[config.mk]
export PLATFORM = sky130hd
export DESIGN_NAME = ps2_key_receiver
export DESIGN_NICKNAME = d
export VERILOG_FILES = /design/src/rtl/ps2_pkg.sv /design/src/rtl/ps2_frame_rx.sv /design/src/rtl/ps2_key_receiver.sv
export SDC_FILE = /design/constraint.sdc
export NUM_CORES = 1
export LEC_CHECK = 0
export ABC_AREA = 1
export ABC_CLOCK_PERIOD_IN_PS = 2300
export CAP_MARGIN = 20
export CORE_MARGIN = 2
export CORE_UTILIZATION = 33
export CTS_CLUSTER_DIAMETER = 80
export DETAILED_ROUTE_END_ITERATION = 10
export GPL_TIMING_DRIVEN = 0
export PLACE_DENSITY = 0.58
export SYNTH_ARGS = -nofsm -noshare
export SYNTH_HDL_FRONTEND = slang
export SYNTH_SLANG_ARGS = --single-unit
[constraint.sdc]
create_clock -name clock -period 2.3 [get_ports clock]
set_clock_uncertainty 0.2 [all_clocks]
set_input_delay 0.46 -clock clock [delete_from_list [all_inputs] [get_ports clock]]
set_output_delay 0.46 -clock clock [all_outputs]
set_load 0.005 [all_outputs]
[src/rtl/ps2_pkg.sv]
// rtl/ps2_pkg.sv - shared types and constants for the PS/2 keyboard receiver
// Purpose: frame-state enum, set-2 prefix codes, game key codes and a parity helper.
// Ports: none (package).
package ps2_pkg;

  typedef enum logic [1:0] {
    IDLE   = 2'd0,
    DATA   = 2'd1,
    PARITY = 2'd2,
    STOP   = 2'd3
  } frame_state_t;

  localparam logic [7:0] PS2_BREAK = 8'hF0;
  localparam logic [7:0] PS2_EXT   = 8'hE0;

  localparam logic [7:0] KEY_ENTER = 8'h5A;
  localparam logic [7:0] KEY_1     = 8'h16;
  localparam logic [7:0] KEY_2     = 8'h1E;
  localparam logic [7:0] KEY_3     = 8'h26;
  localparam logic [7:0] KEY_Q     = 8'h15;
  localparam logic [7:0] KEY_W     = 8'h1D;

  // Odd parity over data plus parity bit: the XOR of all nine bits is 1.
  function automatic logic odd_parity_ok(input logic [7:0] d, input logic p);
    return ^{d, p};
  endfunction

endpackage

[src/rtl/ps2_frame_rx.sv]
// rtl/ps2_frame_rx.sv - PS/2 device-to-host frame receiver
// Purpose: synchronises the PS/2 pins, detects falling clock edges, deframes
//   start/8 data/odd parity/stop, and aborts stalled frames after a timeout.
// Ports:
//   clock      in   system clock
//   resetn     in   asynchronous active-low reset
//   ps2_clk    in   raw PS/2 clock pin
//   ps2_dat    in   raw PS/2 data pin
//   data       out  last accepted byte (valid with byte_strb)
//   byte_strb  out  one-cycle pulse when a byte is accepted
//   frame_err  out  one-cycle pulse on bad start, parity, stop or timeout
module ps2_frame_rx
  import ps2_pkg::*;
#(
  parameter int TIMEOUT_CYCLES = 50000,
  parameter int SYNC_STAGES    = 2
) (
  input  logic       clock,
  input  logic       resetn,
  input  logic       ps2_clk,
  input  logic       ps2_dat,
  output logic [7:0] data,
  output logic       byte_strb,
  output logic       frame_err
);

  localparam int TW = $clog2(TIMEOUT_CYCLES + 1);

  logic [SYNC_STAGES-1:0] clk_sync;
  logic [SYNC_STAGES-1:0] dat_sync;
  logic                   clk_prev;
  logic                   clk_s;
  logic                   dat_s;
  logic                   fall;

  frame_state_t state, state_next;
  logic [7:0]   shreg;
  logic [2:0]   bitcnt;
  logic         parity;
  logic [TW-1:0] tcnt;
  logic         accept;
  logic         err;
  logic         timeout;

  assign clk_s = clk_sync[SYNC_STAGES-1];
  assign dat_s = dat_sync[SYNC_STAGES-1];
  assign fall  = clk_prev & ~clk_s;

  // Lines idle high, so the synchronisers reset to 1 to avoid a spurious edge.
  always_ff @(posedge clock or negedge resetn) begin
    if (!resetn) begin
      clk_sync <= '1;
      dat_sync <= '1;
      clk_prev <= 1'b1;
    end else begin
      clk_sync <= {clk_sync[SYNC_STAGES-2:0], ps2_clk};
      dat_sync <= {dat_sync[SYNC_STAGES-2:0], ps2_dat};
      clk_prev <= clk_s;
    end
  end

  // An edge in the same cycle as the timeout wins: the counter restarts instead.
  assign timeout = (state != IDLE) && !fall && (tcnt == TW'(TIMEOUT_CYCLES - 1));

  always_comb begin
    state_next = state;
    accept     = 1'b0;
    err        = 1'b0;
    case (state)
      IDLE: begin
        if (fall) begin
          if (!dat_s) state_next = DATA;
          else        err        = 1'b1;
        end
      end
      DATA: begin
        if (fall && bitcnt == 3'd7) state_next = PARITY;
      end
      PARITY: begin
        if (fall) state_next = STOP;
      end
      STOP: begin
        if (fall) begin
          state_next = IDLE;
          if (odd_parity_ok(shreg, parity) && dat_s) accept = 1'b1;
          else                                        err    = 1'b1;
        end
      end
      default: state_next = IDLE;
    endcase
    if (timeout) begin
      state_next = IDLE;
      err        = 1'b1;
    end
  end

  always_ff @(posedge clock or negedge resetn) begin
    if (!resetn) begin
      state     <= IDLE;
      shreg     <= '0;
      bitcnt    <= '0;
      parity    <= 1'b0;
      tcnt      <= '0;
      data      <= '0;
      byte_strb <= 1'b0;
      frame_err <= 1'b0;
    end else begin
      state     <= state_next;
      byte_strb <= accept;
      frame_err <= err;
      if (accept) data <= shreg;

      if (state == IDLE || fall || timeout) tcnt <= '0;
      else                                  tcnt <= tcnt + TW'(1);

      if (state == IDLE && fall) bitcnt <= '0;
      if (state == DATA && fall) begin
        shreg  <= {dat_s, shreg[7:1]};
        bitcnt <= bitcnt + 3'd1;
      end
      if (state == PARITY && fall) parity <= dat_s;
    end
  end

endmodule

[src/rtl/ps2_key_receiver.sv]
// rtl/ps2_key_receiver.sv - PS/2 set-2 scan-code receiver presenting the held key
// Purpose: decodes make/break/extended sequences from ps2_frame_rx into a level
//   key code. Optional saturating frame-error counter under PS2_ERR_CNT_EN.
// Ports:
//   clock      in   system clock
//   resetn     in   asynchronous active-low reset
//   ps2_clk    in   raw PS/2 clock pin
//   ps2_dat    in   raw PS/2 data pin
//   key        out  make code of the held key, 8'h00 when none
//   key_ext    out  1 when key was preceded by E0
//   key_valid  out  one-cycle pulse when key changes to a new non-zero code
//   frame_err  out  one-cycle pulse on any frame error
//   err_count  out  saturating frame-error count (PS2_ERR_CNT_EN only)
module ps2_key_receiver
  import ps2_pkg::*;
#(
  parameter int TIMEOUT_CYCLES = 50000,
  parameter int SYNC_STAGES    = 2
) (
  input  logic       clock,
  input  logic       resetn,
  input  logic       ps2_clk,
  input  logic       ps2_dat,
  output logic [7:0] key,
  output logic       key_ext,
  output logic       key_valid,
`ifdef PS2_ERR_CNT_EN
  output logic [7:0] err_count,
`endif
  output logic       frame_err
);

  logic [7:0] rx_data;
  logic       rx_strb;
  logic       ext_pend;
  logic       brk_pend;

  ps2_frame_rx #(
    .TIMEOUT_CYCLES(TIMEOUT_CYCLES),
    .SYNC_STAGES   (SYNC_STAGES)
  ) u_frame_rx (
    .clock    (clock),
    .resetn   (resetn),
    .ps2_clk  (ps2_clk),
    .ps2_dat  (ps2_dat),
    .data     (rx_data),
    .byte_strb(rx_strb),
    .frame_err(frame_err)
  );

  // Prefix flags only change on accepted bytes, so they survive frame errors.
  always_ff @(posedge clock or negedge resetn) begin
    if (!resetn) begin
      key       <= '0;
      key_ext   <= 1'b0;
      key_valid <= 1'b0;
      ext_pend  <= 1'b0;
      brk_pend  <= 1'b0;
    end else begin
      key_valid <= 1'b0;
      if (rx_strb) begin
        if (rx_data == PS2_EXT) begin
          ext_pend <= 1'b1;
        end else if (rx_data == PS2_BREAK) begin
          brk_pend <= 1'b1;
        end else if (brk_pend) begin
          // Release of a key other than the held one leaves the held key alone.
          if (rx_data == key && ext_pend == key_ext) begin
            key     <= '0;
            key_ext <= 1'b0;
          end
          brk_pend <= 1'b0;
          ext_pend <= 1'b0;
        end else begin
          // Typematic repeats of the held key are absorbed here.
          if (rx_data != key || ext_pend != key_ext) begin
            key       <= rx_data;
            key_ext   <= ext_pend;
            key_valid <= (rx_data != 8'h00);
          end
          ext_pend <= 1'b0;
        end
      end
    end
  end

`ifdef PS2_ERR_CNT_EN
  always_ff @(posedge clock or negedge resetn) begin
    if (!resetn)                           err_count <= '0;
    else if (frame_err && err_count != 8'hFF) err_count <= err_count + 8'd1;
  end
`endif

endmodule
==> key figures <==
Status
  – Status: finished, final reports clean

Routing
  – Antenna-violating nets left: 0
  – Detailed-route via count: 2,227
  – First-pass DRT Iterations: 4
  – Wire length on met2: 2.307 mm
  – Wire length on met1: 2.671 mm
  – DR WL/cell: roughly 11 um
  – Detailed route wirelength on metal3: ~260 um
  – Top routing layer used: met4
  – DR vias/cell: 4.779
  – Total Wirelength: 5.348 mm
  – Drt drc: 0
  – Iteration-0 DRC Markers: 82

Yosys
  – Ranking of synthesized cells by area: dfrtp_1, nand2_1, nand3_1, dfstp_2, inv_1
  – Count of cell types in the netlist: 33
  – Post-synthesis cell count: 330
  – Fraction of registers with async set/reset: 1.000
  – Register bit count reported by yosys: 57
  – Top FF cell, synth: dfrtp_1
  – Syn Nets: 341
  – Post-synth EDFFs: 0
  – Area share of the largest cell type after synthesis: 0.4573
  – Synth area leader: dfrtp_1
  – Yosys warns: 0
  – Syn_area_per_cell: 8.622 um2
  – Mapped cell area: 0.002845 mm2
  – Register area share after synthesis: 0.5035

Setup path
  – Crit. End Element: output pin
  – Cell Chain, Critical Path: clkdlybuf4s50_1
  – Slowest cell on crit path: clkdlybuf4s50_1
  – Reg2Reg Setup Slack: around 0.40 ns
  – Startpoint types: flip-flop
  – Worst Path Buf+Inv: 1
  – Required @ worst endpoint: 1.64 ns
  – CP delay by family, top: buffers and inverters
  – Critical path type: reg -> out
  – Slowest stage delay, CP: 0.52 ns
  – Crit Path Max Fanout: 3
  – WP data arrival: 1.27 ns

Floorplan
  – Die area: 0.009381 mm2
  – Num ports: 15
  – Initial Util: 0.3428
  – Die W: 96.86 um
  – Core area: 0.008299 mm2
  – Rows: 33
  – Die Span Y: 96.86 um

Layout
  – Ant diodes: 0
  – FF+latch area: between 0.001 and 0.0015 mm2
  – Layout cells sized above 1: 0.1025
  – Nets@finish: between 300 and 400
  – Layout area overhead: 16.62%
  – Fill cell count: 828
  – Fin cells: 466
  – Area of the multi-input gates: 0.001251 mm2

Pwr
  – Peak supply drop: 0.0005204 V
  – Cell Pwr Density: 1070 mW/mm2
  – Total power: 3549 uW
  – Leak pwr: 0.001626 uW

CTS
  – CTS tree: built
  – Clk root buf: clkbuf_8
  – Clock Pin Slew Worst Setup and Hold Paths: around 0.07 ns
  – CTS buffer count: 9
  – H-tree depth: 3
  – Clk buf depth: 2
  – Worst skew pair latency: between 0.3 and 0.4 ns
  – Post-cts resize count: 0
  – Clk sinks: 57

GRT
  – Global router's overall resource usage: 0.1289
  – Largest net degree at the start of global routing: 31
  – Grt total ovfl: 0
  – Number of global-route vias before repair: between 2,000 and 2,500
  – Initial antenna violation count: 0
  – First-pass GRT wire length: 9.846 mm

STA
  – Min Tclk post-route: 1.926 ns
  – RSZ-0062 raised after global routing: no
  – Fmax: 519.3 MHz
  – Final worst setup slack: ~0.37 ns
  – Hold Fails Final Rpt: 0
  – Slew @ Worst Pin: 0.6468 ns
  – Final number of setup-violating endpoints: 0
  – Final slew viol count: 0
  – Rel. slew slack: 0.5688
  – Fin crit share: 0.8373

Placed design
  – Detailed placement HPWL: around 3.8 mm
  – GPL Wtd Cong: 0.7605
  – Dpl ws: around 0.36 ns
  – PortBufs: 14
  – Post-Place Cells: 450

Job
  – Number of max-cap violations: 0

Min path
  – Worst Hold Class: reg -> reg
==> cell usage after synthesis (5+ instances only) <==
library cell,n
xor2_1,7
o21ai_0,13
xnor2_1,8
dfstp_2,5
nand2_1,88
ha_1,7
nor2_1,29
nand3_1,33
a21oi_1,9
nor3_1,8
nand4_1,10
dfrtp_1,52
inv_1,31
==> layout make-up <==
cell class	instances	area share
plain buffers	3	0.009050
repair buffers	16	0.04977
multi-input cells	235	0.3771
clock buffers	11	0.03959
well taps	105	0.03959
flip-flops and latches	57	0.4317
clock inverters	4	0.01357
inverters	35	0.03959
==> routing by layer <==
layer	vias to the layer above	GRT usage
li1	1133	-
met1	1044	0.1710
met2	39	0.1918
met3	11	0.04118
met4	0	0.05959
met5	-	0
==> registers in the layout, indices dropped and copies added (netlist names) <==
| register | flops |
|---|---|
| brk_pend | 1 |
| u_frame_rx.state | 2 |
| u_frame_rx.tcnt | 16 |
| u_frame_rx.shreg | 8 |
| key_ext | 1 |
| u_frame_rx.byte_strb | 1 |
| u_frame_rx.parity | 1 |
| u_frame_rx.clk_sync | 2 |
| u_frame_rx.bitcnt | 3 |
| u_frame_rx.data | 8 |
| key | 8 |
| u_frame_rx.frame_err | 1 |
| u_frame_rx.clk_prev | 1 |
| ext_pend | 1 |
| u_frame_rx.dat_sync | 2 |
| key_valid | 1 |
==> path summary, 6_finish.rpt <==
kind                                          endpoint                    from  cells after the start
max in group asynchronous       u_frame_rx.dat_sync[1]                  resetn                      3
worst max-delay path                            key[5]                  key[5]                      1
worst min register to register  u_frame_rx.clk_sync[1]  u_frame_rx.clk_sync[0]                      0
worst max register to register      u_frame_rx.tcnt[6]      u_frame_rx.tcnt[0]                      9
worst min-delay path            u_frame_rx.clk_sync[1]  u_frame_rx.clk_sync[0]                      0
min in group asynchronous         u_frame_rx.bitcnt[1]                  resetn                      2
==> layout by cell type (no fill, tap or decap), types with 5 or more instances in the layout <==
cell / instances
clkdlybuf4s50_1: 13
dfstp_2: 5
xor2_1: 7
a21oi_1: 9
o21ai_0: 13
nand3_1: 33
dfrtp_1: 52
nor3_1: 8
nand4_1: 10
ha_1: 7
nand2_1: 88
nor2_1: 29
xnor2_1: 8
clkbuf_8: 9
inv_1: 31
==> cell families (layout without fill, tap and decap cells) <==
logic type / after synthesis / in the layout / share of synthesized area
simple gates: 184 / 184 / 0.3052
flops: 57 / 57 / 0.5035
buf+inv: 38 / 69 / 0.05673
compound gates: 29 / 29 / 0.05761
xor+xnor: 15 / 15 / 0.04618
fa+ha+maj: 7 / 7 / 0.03078
==> power breakdown <==
part           internal [uW]  total (uW)  switching [uW]  leakage [uW]
clock                    489         870             381     0.0000929
combinational            480        1270             785      0.000777
sequential              1200        1410             218      0.000756
==> worst register-to-register path: stages, from the launching register on <==
cell	delay, ns
dfrtp_1	0.39
ha_1	0.21
nand2_1	0.06
inv_1	0.04
nand2_1	0.15
nor2_1	0.10
nand2_1	0.08
nand2_1	0.17
buf_4	0.24
a211oi_1	0.17
==> through the flow <==
step | instance area, um2 | util | hold WS [ns] | TNS, ns
6_report | 3318 | 0.3998 | 0.1573 | 0
5_1_grt | 3318 | 0.3998 | 0.1588 | 0
4_1_cts | 3318 | 0.3998 | 0.1578 | 0
3_5_place_dp | 3132 | 0.3774 | 0.1478 | 0
3_3_place_gp | 3117 | 0.3755 | 0.1457 | -69.06
2_1_floorplan | 2845 | - | -0.03559 | 0
==> timing repair <==
item	CTS	global route
hold endpoints to repair	23	0
setup endpoints to repair	0	0
hold buffers	1	0
buffers inserted	0	0
Note: power is estimated with default switching activity, not from simulation.
